### src/rtl/delay_monitor.sv
`default_nettype none
// ============================================================================
// Module      : delay_monitor
// Description : Receive-side checker for the periodic sig pulse. Measures
//               pulse spacing against an expected period of N+1 clocks,
//               locks after LOCK consecutive good intervals, and flags any
//               early or missing pulse after lock as a sticky fault.
// Revision    : 1.0 - initial release
// ============================================================================
module delay_monitor #(
    parameter int N     = 750,
    parameter int CBITS = 10,
    parameter int LOCK  = 4
) (
    input  logic       clk,
    input  logic       rst,
    input  logic       sig,
    output logic       flg,
    output logic       err,
    output logic       early,
    output logic       late,
    output logic [3:0] good
);

    typedef enum logic [1:0] {
        S_IDLE   = 2'd0,
        S_SYNC   = 2'd1,
        S_LOCKED = 2'd2,
        S_FAULT  = 2'd3
    } state_t;

    localparam logic [CBITS-1:0] c_N    = CBITS'(N);
    localparam logic [3:0]       c_LOCK = 4'(LOCK);

    state_t             r_state, w_state_nx;
    logic [CBITS-1:0]   r_cnt, w_cnt_nx;
    logic [3:0]         r_good, w_good_nx;
    logic               r_flg, w_flg_nx;
    logic               r_err, w_err_nx;
    logic               r_early, w_early_nx;
    logic               r_late, w_late_nx;

    // One extra bit so the increment cannot overflow when LOCK is 15
    logic [4:0]         w_good_inc;
    logic [3:0]         w_good_sat;

    assign w_good_inc = {1'b0, r_good} + 5'd1;
    assign w_good_sat = (w_good_inc >= {1'b0, c_LOCK}) ? c_LOCK : w_good_inc[3:0];

    // State and status registers; every output is registered
    always_ff @(posedge clk) begin
        if (rst) begin
            r_state <= S_IDLE;
            r_cnt   <= '0;
            r_good  <= 4'd0;
            r_flg   <= 1'b0;
            r_err   <= 1'b0;
            r_early <= 1'b0;
            r_late  <= 1'b0;
        end else begin
            r_state <= w_state_nx;
            r_cnt   <= w_cnt_nx;
            r_good  <= w_good_nx;
            r_flg   <= w_flg_nx;
            r_err   <= w_err_nx;
            r_early <= w_early_nx;
            r_late  <= w_late_nx;
        end
    end

    // Next-state logic: SYNC and LOCKED share the interval rules and differ
    // only in how an early/late pulse is handled
    always_comb begin
        w_state_nx = r_state;
        w_cnt_nx   = r_cnt;
        w_good_nx  = r_good;
        w_flg_nx   = r_flg;
        w_err_nx   = r_err;
        w_early_nx = 1'b0;
        w_late_nx  = 1'b0;

        unique case (r_state)
            S_IDLE: begin
                w_flg_nx = 1'b0;
                if (sig) begin
                    w_cnt_nx   = '0;
                    w_good_nx  = 4'd0;
                    w_state_nx = S_SYNC;
                end
            end

            S_SYNC, S_LOCKED: begin
                if (sig) begin
                    if (r_cnt == c_N) begin
                        // Pulse landed exactly in its slot
                        w_cnt_nx  = '0;
                        w_good_nx = w_good_sat;
                        if ((r_state == S_SYNC) && (w_good_sat == c_LOCK)) begin
                            w_state_nx = S_LOCKED;
                            w_flg_nx   = 1'b1;
                        end
                    end else begin
                        w_early_nx = 1'b1;
                        if (r_state == S_SYNC) begin
                            // Early pulse becomes the new timing reference
                            w_cnt_nx  = '0;
                            w_good_nx = 4'd0;
                        end else begin
                            w_state_nx = S_FAULT;
                            w_err_nx   = 1'b1;
                            w_flg_nx   = 1'b0;
                        end
                    end
                end else if (r_cnt == c_N) begin
                    // Slot passed with no pulse
                    w_late_nx = 1'b1;
                    if (r_state == S_SYNC) begin
                        w_cnt_nx   = '0;
                        w_good_nx  = 4'd0;
                        w_state_nx = S_IDLE;
                    end else begin
                        w_state_nx = S_FAULT;
                        w_err_nx   = 1'b1;
                        w_flg_nx   = 1'b0;
                    end
                end else begin
                    w_cnt_nx = r_cnt + 1'b1;
                end
            end

            S_FAULT: begin
                // Terminal until reset: counters frozen, sig ignored
                w_err_nx = 1'b1;
                w_flg_nx = 1'b0;
            end

            default: begin
                w_state_nx = S_IDLE;
            end
        endcase
    end

    assign flg   = r_flg;
    assign err   = r_err;
    assign early = r_early;
    assign late  = r_late;
    assign good  = r_good;

endmodule
`default_nettype wire

### config.mk
export PLATFORM = sky130hd
export DESIGN_NAME = delay_monitor
export DESIGN_NICKNAME = d
export VERILOG_FILES = /design/src/rtl/delay_monitor.sv
export SDC_FILE = /design/constraint.sdc
export NUM_CORES = 1
export LEC_CHECK = 0
export CELL_PAD_IN_SITES_DETAIL_PLACEMENT = 1
export CELL_PAD_IN_SITES_GLOBAL_PLACEMENT = 1
export CORE_UTILIZATION = 35
export DETAILED_ROUTE_END_ITERATION = 7
export GPL_TIMING_DRIVEN = 1
export PLACE_DENSITY = 0.67
export SYNTH_ARGS = -nofsm -noshare
export SYNTH_HDL_FRONTEND = slang
export SYNTH_SLANG_ARGS = --single-unit
### constraint.sdc
create_clock -name clk -period 1.8 [get_ports clk]
set_input_delay 0.36 -clock clk [delete_from_list [all_inputs] [get_ports clk]]
set_output_delay 0.36 -clock clk [all_outputs]
set_load 0.01 [all_outputs]
; Yosys cells after proc, flatten, opt, wreduce, memory -nomap -nowiden
; Cells that the tools add are included.
; Widths: inputs -> output; s select.
[totals]
memories = 0
latch_bits = 0
romBits = 0
register_bits = 20
output_inout_bits = 8
input_bits = 3
ramBits = 0
[op_classes]
mux = 34
div_mod_pow = 0
n_mul = 0
n_lt_le_gt_ge = 1
addsub = 2
bitwise_logic = 2
eq_ne = 10
shifts = 0
reduce_logical = 13
[op_table]
columns = operator, count
row1 = $mux 10, 5
row2 = $mux 4, 6
row3 = $pmux 10 s2, 1
row4 = $mux 2, 7
row5 = $mux 1, 11
row6 = $add 10x1->10 const B, 1
row7 = $eq 10x10->1 const B, 1
row8 = $ne 3x3->1 const B, 3
row9 = $pmux 4 s2, 1
row10 = $reduce_and 3->1, 2
row11 = $reduce_or 3->1, 2
row12 = $add 4x1->5 const B, 1
row13 = $ge 5x3->1 const B, 1
row14 = $reduce_and 5->1, 1
row15 = $eq 2x2->1 const B, 2
row16 = $eq 4x3->1 const B, 1
row17 = $ne 4x4->1 const B, 1
row18 = $pmux 1 s2, 2
row19 = $pmux 2 s2, 1
row20 = $reduce_and 2->1, 2
row21 = $reduce_bool 2->1, 2
row22 = $reduce_or 2->1, 2
row23 = $eq 2x1->1 const B, 1
row24 = $logic_not 2->1, 1
row25 = other kinds (3), 4

; Longest topological paths before layout
[depth]
depth_word = 9
mapped_depth = 8
depth_no_buf = 7

; Worst setup path before layout
; Ideal clock, no wire load.
[synth_path]
kind = register to register
from = register r_state[0]
to = register r_state[1]
path_stages_with_launch = 8
n_path_buf = 0
arrival_ps = 1787
path_slack_ps = -108
required_ps = 1679
cell_sequence = dfxtp_1 > inv_1 > ha_1 > nor2b_1 > nand2_1 > mux2_4 > o31a_1 > mux2_4
[synth_via]
elab_chain_cells = 5
word_cells_on_any_way = 15
classes_between = eq/ne: 6 / mux: 4 / reduce/logical: 5
[synth_rtl]
columns = item, line_no
row1 = start: declaration, 35  ; state_t r_state, w_state_nx;
row2 = start signal: assignment, 61  ; r_state <= w_state_nx;
row3 = $eq 2x1->1, --
row4 = $mux 2, 117  ; if (r_state == S_SYNC) begin
row5 = $mux 2, 114  ; end else if (r_cnt == c_N) begin
row6 = $mux 2, 93  ; if (sig) begin
row7 = $pmux 2 s2, 82  ; unique case (r_state)
; Several ways; a longest one is shown, not always the timed one. The select of a mux whose other input is x is not followed.
; A chain may end at the register's enable or synchronous reset.

; Final worst setup path
[layout_path]
from = register r_cnt[0]
to = register r_state[1]
[layout_via]
elab_chain_cells = 4
word_cells_on_any_way = 8
classes_between = eq/ne: 4 / mux: 3 / reduce/logical: 1
[layout_rtl]
columns = item, line_no
row1 = start: declaration, 36  ; logic [CBITS-1:0] r_cnt, w_cnt_nx;
row2 = start signal: assignment, 62  ; r_cnt <= w_cnt_nx;
row3 = $eq 10x10->1 (*), "94, 114"
row4 = $mux 2, 94  ; if (r_cnt == c_N) begin
row5 = $mux 2, 93
row6 = $pmux 2 s2, 82
; Every way passes the cells marked *; elsewhere a longest branch is shown, timed or not.

==> impl_metrics.ini <==
[status]
status = finished, violations left
failed_checks = setup timing

[power_and_ir_drop]
share_of_power_burned_in_registers = 0.284
power_report.internal_total_w = 0.00104
powerDensity_mw_per_mm2 = 893
power_frac_clock = 0.175
report.power.total_w = 0.00172
ir_worst_vdd_uv = 384
power_switching_share = 0.393
power.leakage_nw = 0.763
switchingPower_w = 0.000676
combinational_fraction_of_design_power = 0.541

[yosys]
mappedNetlistNets = 177
synthDistinctLibCells = 45
synth-async-reset-ratio = 0
ys.flop_type = sky130_fd_sc_hd__dfxtp_1
synth-edff-count = 0
netlist_area_mm2 = 0.00136
synth.top_cell.area_share = 0.295
yosysSeqAreaShare = 0.295
synth_largest_area_cell = sky130_fd_sc_hd__dfxtp_1
syn-instance-count = 166
post_synth.cell_area_avg_um2 = 8.17
synth.area.top_cells = sky130_fd_sc_hd__dfxtp_1, sky130_fd_sc_hd__ha_1, sky130_fd_sc_hd__nor3_1, sky130_fd_sc_hd__a21oi_1, sky130_fd_sc_hd__nor2_1
yosysWarningCount = 0
synth_seq_cells = 20

[place]
gp_congestion = 0.895
placed_cells_incl_taps = 254
count_of_input_and_output_buffers = 10
place_hpwl_mm = 3.42
placed_area_mm2 = 0.00179

[floorplan]
dieArea_mm2 = 0.00413
num_rows = 22
die_extent_in_x_um = 64.3
die_height_um = 64.3
initial_core_util = 0.368
design.core.area_mm2 = 0.00369
boundaryPins = 11

[finish]
multi_input_combinational_cell_area_um2 = 977
layout.cells.non_filler = 261
nNetsFinal = 226
antenna_cells_inserted = 0
synthToLayoutAreaGrowth_pct = 42.1
finalInstanceArea_mm2 = 0.00193
seq_area_um2 = 403
layout-drive-gt1-share = 0.338
fill_cells = 469

[setup_path]
nature_of_the_critical_path_endpoint = flip-flop
endpoint_arrival_time_on_the_critical_path_ns = 1.96
worst_setup_path_start_kind = flip-flop
cp_num_buf_inv = 1
cp_common_cell = sky130_fd_sc_hd__mux2_4
critPathTopFamily = multiplexers
critPathRequiredTime_ns = 1.95
cp_slowest_cell = sky130_fd_sc_hd__dfxtp_2
crit_type = flip-flop to flip-flop
critical_path.max_fanout = 3
worstPathCellList = inv_1, ha_1, and4b_2, and3_4, mux2_4, o31a_1, mux2_4
crit_path_max_incr_delay_ns = 0.33

[drt]
vias = 1494
detail_route.vias_per_cell = 5.72
post-route-drc-count = 0
overall_routed_net_length_mm = 4.72
initial_detailed_routing_violation_count = 44
drt_first_pass_iters = 4
route.detailed.wl_per_inst_um = 18.1
antenna_violating_nets_post_route = 0

[timing]
hold_violations = 0
clock_skew_ns = 0.00305
holdWs_ns = 0.510
grt_setup_unrepaired = true
worst_slew_margin_rel = 0.770
setup_viol = 1
fin_ws_ns = -0.00915
worst_slew_pin_slew_ns = 0.344
post_route_fraction_of_the_period_consumed_by_the_critical_path = 1.01
report.final.slew_viol_count = 0
timing.final.crit_period_ns = 1.81
achievable-frequency_mhz = 553

[clocking]
cell_chosen_for_the_clock_root = sky130_fd_sc_hd__clkbuf_8
cts_htree_levels = 1
worstSkewPairLatency_ns = 0.26
cts.reportedPaths.clkPinSlew_ns = 0.08
cts_made_buffers = 3
numClockSinks = 20
tritoncts = built
clockBufferDepth = 2

[global_routing]
via_count_of_the_first_global_routing_pass = 1572
grt_start_max_net_pins = 17
gr-total-overflow = 0
wire_length_of_the_first_global_routing_pass_mm = 7.64
total_routing_resource_utilization_after_global_routing = 0.241
initial_antenna_violation_count = 0

[job]
max-cap-violations = 0

[worst_hold_path]
min-delay-path-class = flip-flop to flip-flop
-- power groups by stage --
stage	registers, W	clock network (W)	logic, W
after floorplan	0.000505	0	0.000481
after global placement	0.000493	0	0.000802
after detailed placement	0.000495	0	0.000832
after CTS	0.000486	0.000309	0.000856
after global routing	0.000493	0.000325	0.00100
final	0.000489	0.000302	0.000931
-- what timing repair did --
action	CTS	global route
endpoints found under the setup margin	6	15
buffers inserted	4	0
hold endpoints to repair	0	0
gates cloned	0	0
pin swaps	1	6
gates resized for setup	5	14
hold buffers	0	0
-- cells in the final DEF, fill, tap and decap left out, drive strengths merged, types with 2 or more instances in the layout --
cell type,instances
o21ai,10
o22ai,2
and4b,2
nand4,3
o32ai,2
clkbuf,3
nand2b,5
a211oi,4
nor2,14
ha,8
xnor2,2
and2,4
nor2b,4
a31oi,3
nand2,13
buf,42
a21oi,11
o31a,2
inv,7
and3,3
nor3,12
mux2,2
dfxtp,20
nor3b,3
clkdlybuf4s50,10
a311oi,2
mux2i,4
nand3,5
-- metal layers --
layer | global-route usage | wire, µm | vias up
li1 | - | - | 700
met5 | 0 | 0 | -
met2 | 0.436 | 2480 | 26
met1 | 0.280 | 2110 | 757
met3 | 0.0357 | 81 | 11
met4 | 0.0944 | 53 | 0
-- layout make-up --
type                    count  share of cell area
well taps                  48              0.0312
multi-input cells         131               0.507
inverters                   7              0.0136
flip-flops and latches     20               0.209
repair buffers             52               0.218
clock buffers               3              0.0214
-- final timing paths --
check	depth (start not counted)	slack, ns	start	to
worst min-delay path	2	0.51	err$_SDFFE_PP0P_	err$_SDFFE_PP0P_
worst max register to register	7	-0.009	r_cnt[0]$_SDFFE_PP0P_	r_state[1]$_SDFFE_PP0P_
worst max-delay path	7	-0.009	r_cnt[0]$_SDFFE_PP0P_	r_state[1]$_SDFFE_PP0P_
worst min register to register	2	0.51	err$_SDFFE_PP0P_	err$_SDFFE_PP0P_
-- cell usage after synthesis, drive strengths merged (5+ instances only) --
master	n
dfxtp	20
nor2	14
nand2	13
nor3	12
a21oi	11
o21ai	10
ha	8
inv	7
buf	5
nand2b	5
nand3	5
-- logic make-up after synthesis --
logic type,share of synthesized area
flip-flops,0.295
multiplexers,0.0517
XOR/XNOR,0.0129
AND/OR/NAND/NOR,0.287
buffers and inverters,0.0498
AO/OA/AOI/OAI,0.230
adder cells (fa/ha/maj),0.0738
-- flip-flops by register name, summed over array words and instances (netlist names) --
signal,cells
late,1
flg,1
early,1
err,1
good,4
r_cnt,10
r_state,2
-- metrics by stage --
step,TNS [ns],setup WS [ns],utilization
after floorplan,0,0.00124,-
after global placement,-0.00614,-0.00614,0.485
after detailed placement,-0.223,-0.0928,0.485
after CTS,0,0.000976,0.505
after global routing,-0.317,-0.0642,0.522
final,-0.00915,-0.00915,0.522
-- worst reg2reg max path, delay by kind of cell (launching register included) --
family,cells,cell delay (ns)
AOI/OAI and AO/OA,1,0.13
adders and majority gates,1,0.18
DFF,1,0.33
muxes,2,0.60
and+or+nand+nor,2,0.42
buffers and inverters,1,0.04
(Power assumes the default switching activity.)
